## src/rtl/reg_bank32_pkg.sv

```systemverilog
// reg_bank32_pkg: shared sizes and clear-FSM state encoding for the register bank.
package reg_bank32_pkg;
   localparam int NUM_REGS = 32;
   localparam int ADDR_W   = 5;
   typedef enum logic {ST_IDLE = 1'b0, ST_CLEAR = 1'b1} state_t;
endpackage

```

## src/rtl/reg_bank32_reg_cell.sv

```systemverilog
// reg_cell: one register with sync active-low reset, write enable and sync zero.
module reg_cell #(
   parameter int WIDTH    = 32,
   parameter bit TIE_ZERO = 1'b0
) (
   input  logic             clk,
   input  logic             rst_n,
   input  logic             we,
   input  logic             clr,
   input  logic [WIDTH-1:0] d,
   output logic [WIDTH-1:0] q
);
   logic [WIDTH-1:0] val_q, val_d;
   // A tied-off cell never leaves zero, so it folds away to a constant.
   always_comb val_d = (clr || TIE_ZERO) ? '0 : we ? d : val_q;
   always_ff @(posedge clk) begin
      if (!rst_n) val_q <= '0;
      else        val_q <= val_d;
   end
   assign q = val_q;
endmodule

```

## src/rtl/reg_bank32.sv

```systemverilog
// reg_bank32: 32-entry register storage with a handshaked write port and a
// one-register-per-cycle hardware clear sequencer.
module reg_bank32
   import reg_bank32_pkg::*;
#(
   parameter int WIDTH   = 32,
   parameter int R0_ZERO = 1
) (
   input  logic              clk,
   input  logic              rst_n,
   input  logic              wr_valid,
   output logic              wr_ready,
   input  logic [ADDR_W-1:0] wr_addr,
   input  logic [WIDTH-1:0]  wr_data,
   input  logic              clr_req,
   output logic              busy,
   output logic              clr_done,
   output logic              wr_err,
   output logic [WIDTH-1:0]  Q0,  Q1,  Q2,  Q3,  Q4,  Q5,  Q6,  Q7,
   output logic [WIDTH-1:0]  Q8,  Q9,  Q10, Q11, Q12, Q13, Q14, Q15,
   output logic [WIDTH-1:0]  Q16, Q17, Q18, Q19, Q20, Q21, Q22, Q23,
   output logic [WIDTH-1:0]  Q24, Q25, Q26, Q27, Q28, Q29, Q30, Q31
);
   state_t            state_q, state_d;
   logic [ADDR_W-1:0] cnt_q, cnt_d;
   logic              clr_done_q, clr_done_d;
   logic              wr_err_q, wr_err_d;
   logic              accept, last;
   logic [WIDTH-1:0]  q [NUM_REGS];

   assign wr_ready = (state_q == ST_IDLE);
   assign busy     = (state_q == ST_CLEAR);
   assign clr_done = clr_done_q;
   assign wr_err   = wr_err_q;
   assign accept   = wr_valid && wr_ready;
   assign last     = (cnt_q == ADDR_W'(NUM_REGS - 1));

   always_comb begin
      state_d    = (state_q == ST_IDLE) ? (clr_req ? ST_CLEAR : ST_IDLE) : (last ? ST_IDLE : ST_CLEAR);
      cnt_d      = (state_q == ST_IDLE) ? '0 : cnt_q + 1'b1;
      clr_done_d = busy && last;
      wr_err_d   = accept && (wr_addr == '0) && (R0_ZERO != 0);
   end

   always_ff @(posedge clk) begin
      if (!rst_n) begin
         state_q    <= ST_IDLE;
         cnt_q      <= '0;
         clr_done_q <= 1'b0;
         wr_err_q   <= 1'b0;
      end else begin
         state_q    <= state_d;
         cnt_q      <= cnt_d;
         clr_done_q <= clr_done_d;
         wr_err_q   <= wr_err_d;
      end
   end

   for (genvar i = 0; i < NUM_REGS; i++) begin : g_cell
      reg_cell #(.WIDTH(WIDTH), .TIE_ZERO(i == 0 && R0_ZERO != 0)) u_cell (
         .clk  (clk),
         .rst_n(rst_n),
         .we   (accept && wr_addr == ADDR_W'(i)),
         .clr  (busy && cnt_q == ADDR_W'(i)),
         .d    (wr_data),
         .q    (q[i])
      );
   end

   assign Q0  = q[0];  assign Q1  = q[1];  assign Q2  = q[2];  assign Q3  = q[3];
   assign Q4  = q[4];  assign Q5  = q[5];  assign Q6  = q[6];  assign Q7  = q[7];
   assign Q8  = q[8];  assign Q9  = q[9];  assign Q10 = q[10]; assign Q11 = q[11];
   assign Q12 = q[12]; assign Q13 = q[13]; assign Q14 = q[14]; assign Q15 = q[15];
   assign Q16 = q[16]; assign Q17 = q[17]; assign Q18 = q[18]; assign Q19 = q[19];
   assign Q20 = q[20]; assign Q21 = q[21]; assign Q22 = q[22]; assign Q23 = q[23];
   assign Q24 = q[24]; assign Q25 = q[25]; assign Q26 = q[26]; assign Q27 = q[27];
   assign Q28 = q[28]; assign Q29 = q[29]; assign Q30 = q[30]; assign Q31 = q[31];
endmodule
```

## config.mk

```make
export PLATFORM = sky130hd
export DESIGN_NAME = reg_bank32
export DESIGN_NICKNAME = d
export VERILOG_FILES = /design/src/rtl/reg_bank32_pkg.sv /design/src/rtl/reg_bank32_reg_cell.sv /design/src/rtl/reg_bank32.sv
export SDC_FILE = /design/constraint.sdc
export NUM_CORES = 2
export LEC_CHECK = 0
export BUFFER_PORTS_ARGS = -buffer_cell sky130_fd_sc_hd__clkbuf_2
export CAP_MARGIN = 20
export CORE_AREA = 2 2 421 423
export DETAILED_ROUTE_END_ITERATION = 12
export DIE_AREA = 0 0 423 425
export HOLD_SLACK_MARGIN = 0.06
export PLACE_DENSITY_LB_ADDON = 0.12
export SYNTH_ARGS = -nofsm -noshare
export SYNTH_HDL_FRONTEND = slang
export SYNTH_SLANG_ARGS = --single-unit
```

## constraint.sdc

```tcl
create_clock -name clk -period 3.15 [get_ports clk]
set_input_delay 0.63 -clock clk [delete_from_list [all_inputs] [get_ports clk]]
set_output_delay 0.63 -clock clk [all_outputs]
set_load 0.01 [all_outputs]
```

==> flow_metrics.env <==
export IMPL_fin_nets=5502
export IMPL_max_freq_mhz=397.2
export IMPL_cp_arrival_ns=1.89
export IMPL_first_global_vias=37980
export IMPL_period_minus_slack_ns=2.517
export IMPL_clockBufferDepth=3
export IMPL_ioPinCount=1069
export IMPL_min_period_over_period_pct=79.92
export IMPL_worst_setup_path_type="flip-flop to output pin"
export IMPL_grt_pass1_wl_mm=323.6
export IMPL_post_dp_hpwl_mm=145.5
export IMPL_ys_seq_area_share_pct=51.34
export IMPL_vias=41130
export IMPL_initial_utilization_pct=22.24
export IMPL_power_switching_mw=7.906
export IMPL_synth_async_reset_ratio_pct=0
export IMPL_slew_viol_final=0
export IMPL_cts_setup_buffers=0
export IMPL_final_util_pct=28.90
export IMPL_synthCells=4763
export IMPL_powerDensity_nw_per_um2=579.2
export IMPL_avgViaCountPerCell=5.214
export IMPL_p_total_mw=29.35
export IMPL_drtIter0Drc=4271
export IMPL_final_seq_area_sq_um=20020
export IMPL_worstPathRequired_ns=2.52
export IMPL_final_cell_mix="clkbuf_2 (1,004), dfxtp_1 (1,000), a21oi_1 (992)"
export IMPL_setup_tns_final_ns=0
export IMPL_grt_setup_unrepaired="false"
export IMPL_antenna_found_initial=17
export IMPL_hold_class="input port to flip-flop"
export IMPL_finalWirelength_mm=239.4
export IMPL_ir_worst_vdd_mv=0.4707
export IMPL_fin_skew_ns=0.02601
export IMPL_ctsHoldBuffers=1
export IMPL_internal_power_mw=21.44
export IMPL_clock_latency_ns=0.78
export IMPL_yosysTopAreaCell="dfxtp_1"
export IMPL_clockPowerShare_pct=48.6
export IMPL_gp_congestion=0.7801
export IMPL_drv_cap=0
export IMPL_drive_gt1_share_pct=26.35
export IMPL_track_usage_pct=25.15
export IMPL_grt_start_max_net_pins=141
export IMPL_syn_avg_cell_area_sq_um=8.187
export IMPL_synth_seq_cells=1000
export IMPL_yosysTopAreaCellShare_pct=51.34
export IMPL_ant_nets=0
export IMPL_yosys_warnings=0
export IMPL_swShare_pct=26.94
export IMPL_end_kind="output pin"
export IMPL_cts_buffers=121
export IMPL_power_static_leakage_nw=18.37
export IMPL_critPathLaunchType="flip-flop"
export IMPL_synth_ff_type="dfxtp_1"
export IMPL_drc=0
export IMPL_synth_edf_count=0
export IMPL_worst_pin_slew_ns=1.197
export IMPL_core_rowCount=154
export IMPL_setup_violations_final=0
export IMPL_coreArea_sq_um=175300
export IMPL_wl_per_cell_um=30.36
export IMPL_fp_dieH_um=425
export IMPL_pwr_share_comb_pct=7.9
export IMPL_synthTopCellsByArea="dfxtp_1 (51%), a21oi_1 (13%), nand3_1 (12%)"
export IMPL_final_common_cell="clkbuf_2"
export IMPL_clock_sinks=1000
export IMPL_first_pass_iters=6
export IMPL_fillers=19110
export IMPL_synth_distinct_cells=41
export IMPL_die_w_um=423
export IMPL_cts_htree_levels=3
export IMPL_cts_tree="done"
export IMPL_ctsResizeCount=0
export IMPL_syn_area_sq_um=38990
export IMPL_io_buffer_count=1036
export IMPL_fin_cells=7888
export IMPL_gr_total_overflow=0
export IMPL_slew_headroom_pct=20.17
export IMPL_area_delta_synth_final_pct=29.95
export IMPL_multiInputGateArea_sq_um=16360
export IMPL_status="finished clean"
export IMPL_seqPwrFrac_pct=43.5
export IMPL_dieArea_sq_um=179800
export IMPL_dp_cells=7671
export IMPL_cts_root_buf="clkbuf_16"
export IMPL_clk_pin_slew_worst_paths_ns=0.06
export IMPL_worstPathMaxFanout=9
export IMPL_hold_violations=0
-- layer usage --
metal | up-vias | part of all wire, % | track usage, % | routed length (um)
met5 | - | 0.037 | 0 | 88
li1 | 18370 | - | - | -
met2 | 1728 | 49 | 42.14 | 116400
met4 | 12 | 4.5 | 11.00 | 10720
met3 | 362 | 6.8 | 5.345 | 16220
met1 | 20650 | 40 | 31.02 | 96060
-- path summary, 6_finish.rpt --
| path | cells after the start | endpoint | slack, ns | from |
|---|---|---|---|---|
| worst max-delay path | 3 | wr_ready | 0.63 | busy |
| worst min-delay path | 3 | g_cell[14].u_cell.q[5] | 0.33 | wr_data[5] |
| worst max register to register | 5 | g_cell[7].u_cell.q[11] | 0.80 | busy |
| worst min register to register | 2 | g_cell[19].u_cell.q[6] | 0.47 | g_cell[19].u_cell.q[6] |
-- power groups by stage --
| stage | combinational (mW) | sequential [mW] | clock (mW) |
|---|---|---|---|
| 6_report | 2.33 | 12.8 | 14.3 |
| 5_1_grt | 2.42 | 12.8 | 15.1 |
| 4_1_cts | 2.36 | 12.8 | 14.6 |
| 3_5_place_dp | 2.35 | 13.0 | 0 |
| 3_3_place_gp | 2.36 | 13.0 | 0 |
| 2_1_floorplan | 1.02 | 13.1 | 0 |
-- Yosys cell counts, drive strengths merged, types with 4 or more instances --
cell type / instances
inv: 4
ha: 6
nand4: 65
nor2: 7
and3: 4
dfxtp: 1000
or3b: 4
and4bb: 4
nand2: 9
nand3b: 4
buf: 232
nand4b: 4
a21oi: 992
o21ai: 1018
nand3: 931
and4b: 4
clkbuf: 445
or4b: 4
nand4bb: 6
-- worst max-delay path, cell delays in order (launching register included) --
cell      delay, ns
dfxtp_1        0.63
buf_4          0.30
inv_1          0.05
clkbuf_2       0.12
-- kinds of logic after synthesis --
logic type / after synthesis / share of synthesized area, %
AOI/OAI and AO/OA: 2013 / 25.86
xor gates and xnor gates: 2 / 0.04493
adders and majority gates: 6 / 0.1925
buffers and inverters: 681 / 8.198
DFF: 1000 / 51.34
other: 1 / 0.009617
and+or+nand+nor: 1060 / 14.36
-- registers in the layout (all words and copies together) (netlist names) --
signal / count
clr_done: 1
busy: 1
cnt_q: 5
wr_err: 1
g_cell.u_cell.q: 992
-- through the flow --
stage	hold WS [ns]	worst slack (ns)	instance area, sq um
final	0.3314	0.6325	50670
after global placement	0.4567	0.4670	46720
after floorplan	0.4446	1.162	39110
after global routing	0.3081	0.4764	50670
after detailed placement	0.4653	0.4661	46720
after CTS	0.2625	0.4773	50660
-- area by class of cell --
type	instances	area share [%]
diodes	3	0.01482
clock buffers	184	7.139
clock inverters	29	0.6321
inverters	4	0.02963
multi-input cells	3113	32.29
flip-flops and latches	1000	39.51
well taps	2340	5.778
repair buffers	1215	14.61
(Power assumes the default switching activity.)
